`config.mk`:
```
export PLATFORM = sky130hd
export DESIGN_NAME = fetch_decode_unit
export DESIGN_NICKNAME = d
export VERILOG_FILES = /design/src/rtl/fetch_decode_unit.sv
export SDC_FILE = /design/constraint.sdc
export NUM_CORES = 1
export LEC_CHECK = 0
export ABC_CLOCK_PERIOD_IN_PS = 2800
export BUFFER_PORTS_ARGS = -buffer_cell sky130_fd_sc_hd__buf_2
export CAP_MARGIN = 20
export CORE_MARGIN = 1
export CORE_UTILIZATION = 35
export DETAILED_ROUTE_END_ITERATION = 8
export PLACE_DENSITY = 0.63
export REMOVE_ABC_BUFFERS = 1
export SKIP_LAST_GASP = 1
export SLEW_MARGIN = 15
export SYNTH_ARGS = -nofsm -noshare
export SYNTH_HDL_FRONTEND = slang
export SYNTH_SLANG_ARGS = --single-unit
```
`constraint.sdc`:
```
create_clock -name clk -period 2.8 [get_ports clk]
set_input_delay 0.42 -clock clk [delete_from_list [all_inputs] [get_ports clk]]
set_output_delay 0.42 -clock clk [all_outputs]
set_load 0.01 [all_outputs]
```
`src/rtl/fetch_decode_unit.sv`:
```
// Instruction fetch and register-field decode front end feeding register_file.
// Fetches one RV64I word per handshake, holds it until acknowledged, halts on illegal opcodes.
module fetch_decode_unit #(
    parameter int unsigned     XLEN     = 64,
    parameter logic [XLEN-1:0] RESET_PC = '0
) (
    input  logic            clk,
    input  logic            reset,
    output logic            imemReq,
    output logic [XLEN-1:0] imemAddr,
    input  logic            imemReady,
    input  logic [31:0]     imemData,
    input  logic            instrAck,
    input  logic            branchTaken,
    input  logic [XLEN-1:0] branchTarget,
    output logic            instrValid,
    output logic [31:0]     instruction,
    output logic [XLEN-1:0] pcOut,
    output logic [4:0]      readRegister1,
    output logic [4:0]      readRegister2,
    output logic [4:0]      writeRegister,
    output logic            regWrite,
    output logic            illegalInstr
);

    localparam logic [31:0] NOP = 32'h0000_0013;

    typedef enum logic [1:0] {
        FETCH,
        HOLD,
        HALT
    } state_t;

    state_t state;

    logic            op_legal;
    logic            op_writes;
    logic [XLEN-1:0] redirect_pc;
    logic [XLEN-1:0] next_pc;

    always_comb begin
        op_legal  = 1'b1;
        op_writes = 1'b0;
        unique case (imemData[6:0])
            7'b0110011, 7'b0010011, 7'b0000011,
            7'b1101111, 7'b1100111, 7'b0110111,
            7'b0010111, 7'b0111011, 7'b0011011: op_writes = 1'b1;
            7'b0100011, 7'b1100011:             op_writes = 1'b0;
            default:                            op_legal  = 1'b0;
        endcase
    end

    // Redirect targets are forced word-aligned by masking the low two bits.
    assign redirect_pc = branchTarget & ~{{(XLEN-2){1'b0}}, 2'b11};
    assign next_pc     = branchTaken ? redirect_pc : pcOut + XLEN'(4);

    always_ff @(posedge clk or posedge reset) begin
        if (reset) begin
            state        <= FETCH;
            pcOut        <= RESET_PC;
            instruction  <= NOP;
            instrValid   <= 1'b0;
            regWrite     <= 1'b0;
            illegalInstr <= 1'b0;
        end else begin
            case (state)
                FETCH: begin
                    if (imemReady) begin
                        instruction <= imemData;
                        if (op_legal) begin
                            state      <= HOLD;
                            instrValid <= 1'b1;
                            regWrite   <= op_writes && (imemData[11:7] != 5'd0);
                        end else begin
                            state        <= HALT;
                            instrValid   <= 1'b0;
                            regWrite     <= 1'b0;
                            illegalInstr <= 1'b1;
                        end
                    end
                end
                HOLD: begin
                    if (instrAck) begin
                        state      <= FETCH;
                        pcOut      <= next_pc;
                        instrValid <= 1'b0;
                        regWrite   <= 1'b0;
                    end
                end
                HALT: begin
                    state <= HALT;
                end
                default: begin
                    state <= FETCH;
                end
            endcase
        end
    end

    // Request drops combinationally with reset so nothing is issued while it is held.
    assign imemReq       = (state == FETCH) && !reset;
    assign imemAddr      = pcOut;
    assign readRegister1 = instruction[19:15];
    assign readRegister2 = instruction[24:20];
    assign writeRegister = instruction[11:7];

endmodule

```
==> results of run 1 <==
power groups by stage:
stage / logic, mW / clock network (mW) / registers, mW
6_report: 0.559 / 1.39 / 1.61
4_1_cts: 0.569 / 1.42 / 1.62
3_3_place_gp: 0.562 / 0 / 1.64
3_5_place_dp: 0.568 / 0 / 1.64
2_1_floorplan: 0.169 / 0 / 1.72
5_1_grt: 0.605 / 1.48 / 1.63
registers in the layout, summed over array words and instances, names as in the netlist:
name and count:
illegalInstr 1, imemAddr 62, instrValid 1, instruction 32
regWrite 1, state 2
kinds of logic (layout without fill, tap and decap cells):
group / count (synthesis) / in the layout / synth area share
mux: 45 / 45 / 0.0756
buf+inv: 141 / 337 / 0.130
simple gates: 293 / 293 / 0.243
other cells: 1 / 4 / 0.000578
fa+ha+maj: 1 / 1 / 0.00193
flops: 99 / 99 / 0.383
compound gates: 161 / 161 / 0.167
worst paths after layout:
check / depth (start not counted) / startpoint / endpoint / slack (ns)
max reg2reg: 6 / imemAddr[2] / imemAddr[54] / 0.31
max in group asynchronous: 3 / reset / imemAddr[7] / 1.87
min in group clk: 2 / imemData[14] / instruction[14] / 0.30
min: 2 / reset / state[0] / 0.21
min reg2reg: 1 / illegalInstr / illegalInstr / 0.45
max: 6 / imemAddr[2] / imemAddr[54] / 0.31
per-layer routing:
metal / vias to the layer above / routed length [um] / GRT usage
met5: - / 0 / 0
met4: 0 / 313 / 0.0721
met3: 20 / 1140 / 0.0242
met2: 260 / 10200 / 0.368
met1: 3121 / 9740 / 0.302
li1: 3079 / - / -
cell usage in the layout, fill, tap and decap left out, types with 3 or more instances in the layout:
cell type | netlist | layout
nor4_1 | 14 | 14
a21o_1 | 4 | 4
and3_1 | 14 | 14
buf_4 | 81 | 31
a31oi_1 | 5 | 5
o211ai_1 | 11 | 11
buf_2 | 0 | 273
o21ai_0 | 35 | 35
o32a_1 | 3 | 3
mux2i_1 | 13 | 13
dfrtp_1 | 96 | 96
o22a_1 | 3 | 3
o22ai_1 | 9 | 9
conb_1 | 1 | 4
nand3_1 | 52 | 52
nor2b_1 | 6 | 6
or3_1 | 13 | 13
a22oi_1 | 5 | 5
a41o_1 | 4 | 4
a211oi_1 | 7 | 7
a311o_1 | 3 | 3
nor2_1 | 47 | 47
clkbuf_16 | 0 | 9
nand2_1 | 41 | 41
and4_1 | 5 | 5
a221oi_1 | 3 | 3
or4_1 | 11 | 11
or2_2 | 6 | 6
nand4_1 | 28 | 28
inv_1 | 15 | 14
mux2_2 | 32 | 32
a2bb2oi_1 | 5 | 5
a21oi_1 | 37 | 37
a311oi_1 | 6 | 6
o2bb2ai_1 | 4 | 4
nor3_1 | 39 | 39
dfstp_2 | 3 | 3
layout make-up:
class / count / area [um2] / area share
clock buffers: 10 / 239 / 0.0300
clock inverters: 6 / 88.8 / 0.0111
inverters: 15 / 58.8 / 0.00738
multi-input cells: 504 / 3180 / 0.399
flip-flops and latches: 99 / 2480 / 0.311
well taps: 229 / 287 / 0.0359
repair buffers: 306 / 1640 / 0.206
per-stage QoR:
| step | setup slack (ns) | cell area (um2) | util |
|---|---|---|---|
| final | 0.307 | 7970 | 0.441 |
| after global routing | 0.134 | 7970 | 0.441 |
| after CTS | 0.325 | 7970 | 0.441 |
| after detailed placement | 0.324 | 7640 | 0.423 |
| after global placement | 0.338 | 7640 | 0.423 |
| after floorplan | -0.876 | 5710 | - |
synth_stat cells (3+ instances only):
master,instances
a311oi_1,6
o22a_1,3
a211oi_1,7
inv_1,15
nor4_1,14
mux2_2,32
nor3_1,39
nand3_1,52
o211ai_1,11
o32a_1,3
buf_1,9
a2bb2oi_1,5
dfstp_2,3
dfrtp_1,96
or4_1,11
a21o_1,4
buf_4,81
or2_2,6
and3_1,14
nor2b_1,6
and4_1,5
a311o_1,3
a41o_1,4
o2bb2ai_1,4
a22oi_1,5
nand4_1,28
o21ai_0,35
or3_1,13
o22ai_1,9
a31oi_1,5
clkbuf_1,35
a21oi_1,37
a221oi_1,3
nor2_1,47
mux2i_1,13
nand2_1,41
==> flow_summary.rst, run 1 <==
.. list-table::
   :header-rows: 1

   * - Metric
     - Value
   * - Result of the run
     - finished, violations left
   * - Failing checks
     - DRC
   * - Antenna violations before repair
     - 0
   * - Clock Tree Buf Depth
     - 2
   * - Syn Std Cell Area
     - 6480 um2
   * - Clock sink count
     - 99
   * - Maximum net fanout on the critical path
     - 6
   * - Worst-case headroom to the max-slew limit
     - 0.506
   * - Vias after detailed routing
     - 6,480
   * - Classification of the worst-slack hold path
     - in2async
   * - Fraction of synthesis flops using an asynchronous set or reset pin
     - 1.00
   * - Post-synth EDFFs
     - 0
   * - Crit-path max cell delay
     - 0.51 ns
   * - Postcts setup bufs
     - 0
   * - List of cells traversed by the critical path
     - ha_1 -> nand3_1 -> nor4_1 -> nand4_1 -> o311a_1 -> nor3_1
   * - Die Y-Extent
     - 138 um
   * - Power share of the combinational group
     - 0.157
   * - Wire length of the first global-routing pass
     - 33,100 um
   * - Clock latency of the later-clocked register in the worst-skew pair
     - 0.35 ns
   * - RSZ-0062 raised after global routing
     - no
   * - Count of hold-fix buffers inserted at cts
     - 0
   * - Clock tree from TritonCTS
     - yes
   * - Synth Area per Inst
     - 8.75 um2
   * - Maximum number of pins on one net before global-route repair
     - 106
   * - Die Width
     - 138 um
   * - # DRC
     - 49
   * - Max-cap viol count
     - 0
   * - Slowest stage cell on the critical path
     - nor4_1
   * - Post-Synthesis Cells
     - 741
   * - Post-synthesis cell type with the largest combined area
     - dfrtp_1
   * - Power per cell area
     - 447 nW/um2
   * - Total instance count after detailed placement
     - 1,153
   * - Number of resized instances in the post-cts repair step
     - 0
   * - Yosys synthesis warning count
     - 0
   * - Crit path arrival time
     - 2.77 ns
   * - Number of nets at the end of the flow
     - 1,037
   * - Fill cell total of the finished layout
     - 1,852
   * - Flop and latch count out of synthesis
     - 99
   * - Detailed-router iteration count before antenna repair
     - 8
   * - Clock root buffer
     - clkbuf_16
   * - Dominant register cell in the synthesized netlist
     - dfrtp_1
   * - Number of top-level pins
     - 280
   * - Buf+Inv Stages, Crit Path
     - 0
   * - Via count of the first global-routing pass
     - 5,845
   * - Final Max Tran Viols
     - 0
   * - Hold_ws
     - 0.207 ns
   * - Count of unique library cells instantiated by Yosys
     - 64
   * - Max Clk Rate
     - 401 MHz
   * - Number of nets still failing antenna checks after routing
     - 0
   * - Fraction of the cycle the final worst path needs
     - 0.890
   * - Wire length after detailed routing
     - 21,400 um
   * - Port bufs
     - 273
   * - IR drop worst, VDD
     - 0.267 mV
   * - Final total negative setup slack
     - 0 ns
   * - Initial standard-cell utilization of the core
     - 0.358
   * - Ratio of routed vias to standard cells
     - 5.54
   * - Worst endpoint required time
     - 3.08 ns
   * - Final weighted congestion in routability-driven placement
     - 0.827
   * - Register share of total power
     - 0.453
   * - Nature of the critical path endpoint
     - flip-flop
   * - Final Non-Filler Cells
     - 1,169
   * - Overall Global Routing Usage
     - 0.222
   * - Per-cell routed wire length
     - 18.3 um
   * - Static power due to leakage
     - 3.62 nW
   * - Final hold violation count
     - 0
   * - Clock power frac
     - 0.390
   * - Category of cells accounting for the largest share of critical-path delay
     - simple AND/OR/NAND/NOR gates
   * - Worst Skew
     - 0.00889 ns
   * - Sequential-to-total area share from yosys stat
     - 0.383
   * - H-tree depth
     - 3
   * - Final critical path time including I/O delays and setup
     - 2.49 ns
   * - Measured slew at the worst slew-check pin
     - 0.741 ns
   * - Floorplan core area
     - 18,100 um2
   * - Total power
     - 3.56 mW
   * - Total congestion overflow after global routing
     - 0
   * - Setup Crit Path Kind
     - reg2reg
   * - Area growth, synth to finish
     - 23.0%
   * - Total clock buffers created by CTS
     - 9
   * - 1st-iter DRT viols
     - 518
   * - Final count of negative-setup-slack endpoints
     - 0
   * - Net Switching
     - 0.947 mW
   * - HPWL after DPL
     - 15,800 um
   * - Count of standard-cell rows
     - 49
   * - Share of the synthesized area in the top cell type
     - 0.371
   * - Die Outline Area
     - 19,100 um2
   * - Internal power
     - 2.62 mW
   * - Share of layout cells above drive strength 1
     - 0.400
   * - ANT cells
     - 0
   * - Worst setup SP type
     - flip-flop
   * - Clock-pin slew on the worst setup and hold paths
     - 0.07 ns
   * - Switching Share
     - 0.266
   * - Synth top area cells
     - dfrtp_1 37%, buf_4 9.4%, mux2_2 5.6%
Note: power is estimated with default switching activity, not from simulation.
==> run 2: changes to the inputs <==
--- a/config.mk
+++ b/config.mk
@@ -8,13 +8,14 @@
 export ABC_CLOCK_PERIOD_IN_PS = 2800
 export BUFFER_PORTS_ARGS = -buffer_cell sky130_fd_sc_hd__buf_2
 export CAP_MARGIN = 20
+export CORE_ASPECT_RATIO = 1.25
 export CORE_MARGIN = 1
 export CORE_UTILIZATION = 35
 export DETAILED_ROUTE_END_ITERATION = 8
 export PLACE_DENSITY = 0.63
 export REMOVE_ABC_BUFFERS = 1
 export SKIP_LAST_GASP = 1
-export SLEW_MARGIN = 15
+export SLEW_MARGIN = 0
 export SYNTH_ARGS = -nofsm -noshare
 export SYNTH_HDL_FRONTEND = slang
 export SYNTH_SLANG_ARGS = --single-unit
==> run 2 against run 1 <==
  * The run now ends clean
  * Flip-flop and latch count stayed put
  * Die area hardly changed
  * Largest cell class unchanged
  * Non-clock buffer count is 1 lower
  * Clock skew is 0.0051 ns higher
  * Combinational power is 4.5% higher
  * Critical endpoint unchanged
  * Critical path depth is 1 higher
  * Utilization is 0.18 points lower
==> flow_summary.rst, run 2 (same netlist as run 1, synthesis figures left out) <==
.. list-table::
   :header-rows: 1

   * - Metric
     - Value
   * - Final Non-Filler Cells
     - 1,167 (was 1,169)
   * - Max reg flops
     - 62 (unchanged)
   * - Die Outline Area
     - 19,100 um2 (about the same)
   * - Clock tree from TritonCTS
     - yes (unchanged)
   * - Via count of the first global-routing pass
     - 5,881 (was 5,845)
   * - List of cells traversed by the critical path
     - ha_1 -> nand3_1 -> nor4_1 -> buf_4 -> nand4_1 -> o311a_1 -> nor3_1 (was ha_1 -> nand3_1 -> nor4_1 -> nand4_1 -> o311a_1 -> nor3_1)
   * - Final critical path time including I/O delays and setup
     - 2.53 ns (was 2.49 ns)
   * - Worst-case headroom to the max-slew limit
     - 0.568 (was 0.506)
   * - Total instance count after detailed placement
     - 1,151 (was 1,153)
   * - Maximum number of pins on one net before global-route repair
     - 106 (unchanged)
   * - Postcts setup bufs
     - 0 (unchanged)
   * - Classification of the worst-slack hold path
     - in2async (unchanged)
   * - Total power
     - 3.42 mW (was 3.56 mW)
   * - R2r endpoint
     - imemAddr[54] (unchanged)
   * - Number of top-level pins
     - 280 (unchanged)
   * - Power per cell area
     - 431 nW/um2 (was 447 nW/um2)
   * - Nature of the critical path endpoint
     - flip-flop (unchanged)
   * - Slowest stage cell on the critical path
     - o311a_1 (was nor4_1)
   * - Clock root buffer
     - clkbuf_16 (unchanged)
   * - Total congestion overflow after global routing
     - 0 (unchanged)
   * - Max Clk Rate
     - 395 MHz (was 401 MHz)
   * - Port bufs
     - 273 (unchanged)
   * - H-tree depth
     - 3 (unchanged)
   * - Share of layout cells above drive strength 1
     - 0.399 (was 0.400)
   * - Worst R2R Start
     - imemAddr[2] (unchanged)
   * - Static power due to leakage
     - 3.60 nW (was 3.62 nW)
   * - Final weighted congestion in routability-driven placement
     - 0.849 (was 0.827)
   * - Initial standard-cell utilization of the core
     - 0.358 (about the same)
   * - ANT cells
     - 0 (unchanged)
   * - Floorplan core area
     - 18,100 um2 (about the same)
   * - Wire length of the first global-routing pass
     - 33,900 um (was 33,100 um)
   * - Per-cell routed wire length
     - 19.3 um (was 18.3 um)
   * - Number of nets still failing antenna checks after routing
     - 0 (unchanged)
   * - Total clock buffers created by CTS
     - 9 (unchanged)
   * - Die Y-Extent
     - 154 um (was 138 um)
   * - Clock Tree Buf Depth
     - 2 (unchanged)
   * - Count of hold-fix buffers inserted at cts
     - 0 (unchanged)
   * - Buf+Inv Stages, Crit Path
     - 1 (was 0)
   * - Clock-pin slew on the worst setup and hold paths
     - 0.07 ns (about the same)
   * - HPWL after DPL
     - 16,600 um (was 15,800 um)
   * - Commonest cells after routing, fill and taps aside
     - 272 x buf_2, 96 x dfrtp_1, 52 x nand3_1, 47 x nor2_1, 41 x nand2_1 (was 273 x buf_2, 96 x dfrtp_1, 52 x nand3_1, 47 x nor2_1, 41 x nand2_1)
   * - Final count of negative-setup-slack endpoints
     - 0 (unchanged)
   * - Area growth, synth to finish
     - 22.6% (was 23.0%)
   * - Category of cells accounting for the largest share of critical-path delay
     - simple AND/OR/NAND/NOR gates (unchanged)
   * - Number of resized instances in the post-cts repair step
     - 0 (unchanged)
   * - IR drop worst, VDD
     - 0.273 mV (was 0.267 mV)
   * - Setup slack after placement
     - 0.300 ns (was 0.324 ns)
   * - 1st-iter DRT viols
     - 393 (was 518)
   * - Most frequent standard cell in the layout excluding fill and tap cells
     - buf_2 (unchanged)
   * - Ratio of routed vias to standard cells
     - 5.61 (was 5.54)
   * - # DRC
     - 0 (was 49)
   * - Max-cap viol count
     - 0 (unchanged)
   * - Internal reg-to-reg setup slack
     - 0.27 ns (was 0.31 ns)
   * - Crit path arrival time
     - 2.81 ns (was 2.77 ns)
   * - Worst endpoint required time
     - 3.07 ns (was 3.08 ns)
   * - Overall Global Routing Usage
     - 0.233 (was 0.222)
   * - Number of nets at the end of the flow
     - 1,036 (was 1,037)
   * - Antenna violations before repair
     - 0 (unchanged)
   * - Crit-path max cell delay
     - 0.47 ns (was 0.51 ns)
   * - Worst Skew
     - 0.0140 ns (was 0.00889 ns)
   * - Setup Crit Path Kind
     - reg2reg (unchanged)
   * - Final Max Tran Viols
     - 0 (unchanged)
   * - Maximum net fanout on the critical path
     - 8 (was 6)
   * - Logic depth of the worst register-to-register path
     - 7 (was 6)
   * - Vias after detailed routing
     - 6,548 (was 6,480)
   * - Final hold violation count
     - 0 (unchanged)
   * - Detailed-router iteration count before antenna repair
     - 5 (was 8)
   * - Fraction of the cycle the final worst path needs
     - 0.905 (was 0.890)
   * - Final worst setup slack
     - 0.267 ns (was 0.307 ns)
   * - Count of standard-cell rows
     - 55 (was 49)
   * - Worst setup SP type
     - flip-flop (unchanged)
   * - Result of the run
     - finished clean (was finished, violations left)
   * - Clock sink count
     - 99 (unchanged)
   * - Wire length after detailed routing
     - 22,500 um (was 21,400 um)
   * - Die Width
     - 124 um (was 138 um)
   * - RSZ-0062 raised after global routing
     - no (unchanged)
   * - Measured slew at the worst slew-check pin
     - 0.648 ns (was 0.741 ns)
   * - Clock latency of the later-clocked register in the worst-skew pair
     - 0.36 ns (was 0.35 ns)
[run 2: worst max-delay path by stage]
stage	cells past startpoint	endpoint	start	slack, ns
6_report	7	imemAddr[54]	imemAddr[2]	0.27
5_1_grt	7	imemAddr[54]	imemAddr[2]	0.04
4_1_cts	7	imemAddr[54]	imemAddr[2]	0.25
3_5_place_dp	7	imemAddr[54]	imemAddr[2]	0.30
3_3_place_gp	7	imemAddr[54]	imemAddr[2]	0.33
2_1_floorplan	3	regWrite	state[1]	-0.88
[run 2: report_power, final]
group	switching, mW	internal [mW]	total (mW)	leakage (nW)
sequential	0.0673	1.54	1.61	1.21
combinational	0.316	0.268	0.584	2.26
clock	0.616	0.615	1.23	0.129
[run 2: worst reg2reg max path, cell delays in order, from the launching register on]
cell and delay, ns:
dfrtp_1 0.43, ha_1 0.24, nand3_1 0.28, nor4_1 0.36
buf_4 0.18, nand4_1 0.32, o311a_1 0.47, nor3_1 0.18
[run 2: final cells by class]
class | count | area, um2
Clock inverter | 7 | 57.6
Fill cell | 1857 | 10200
Multi-Input combinational cell | 504 | 3180
Inverter | 15 | 58.8
Timing Repair Buffer | 305 | 1660
Tap cell | 228 | 285
Clock buffer | 9 | 225
Sequential cell | 99 | 2480
[run 2: per-stage QoR]
stage / utilization / setup TNS (ns) / instance area, um2 / hold slack, ns
2_1_floorplan: - / -49.45 / 5710 / 0.466
3_3_place_gp: 0.423 / 0 / 7660 / 0.443
3_5_place_dp: 0.423 / 0 / 7660 / 0.444
4_1_cts: 0.439 / 0 / 7950 / 0.190
5_1_grt: 0.439 / 0 / 7950 / 0.208
6_report: 0.439 / 0 / 7950 / 0.148
[run 2: routing by layer]
layer	part of all wire	vias up	wire, um	GRT usage
li1	-	3074	-	-
met1	0.41	3181	9100	0.284
met2	0.50	276	11300	0.405
met3	0.083	17	1870	0.0531
met4	0.011	0	238	0.0631
met5	0	-	0	0
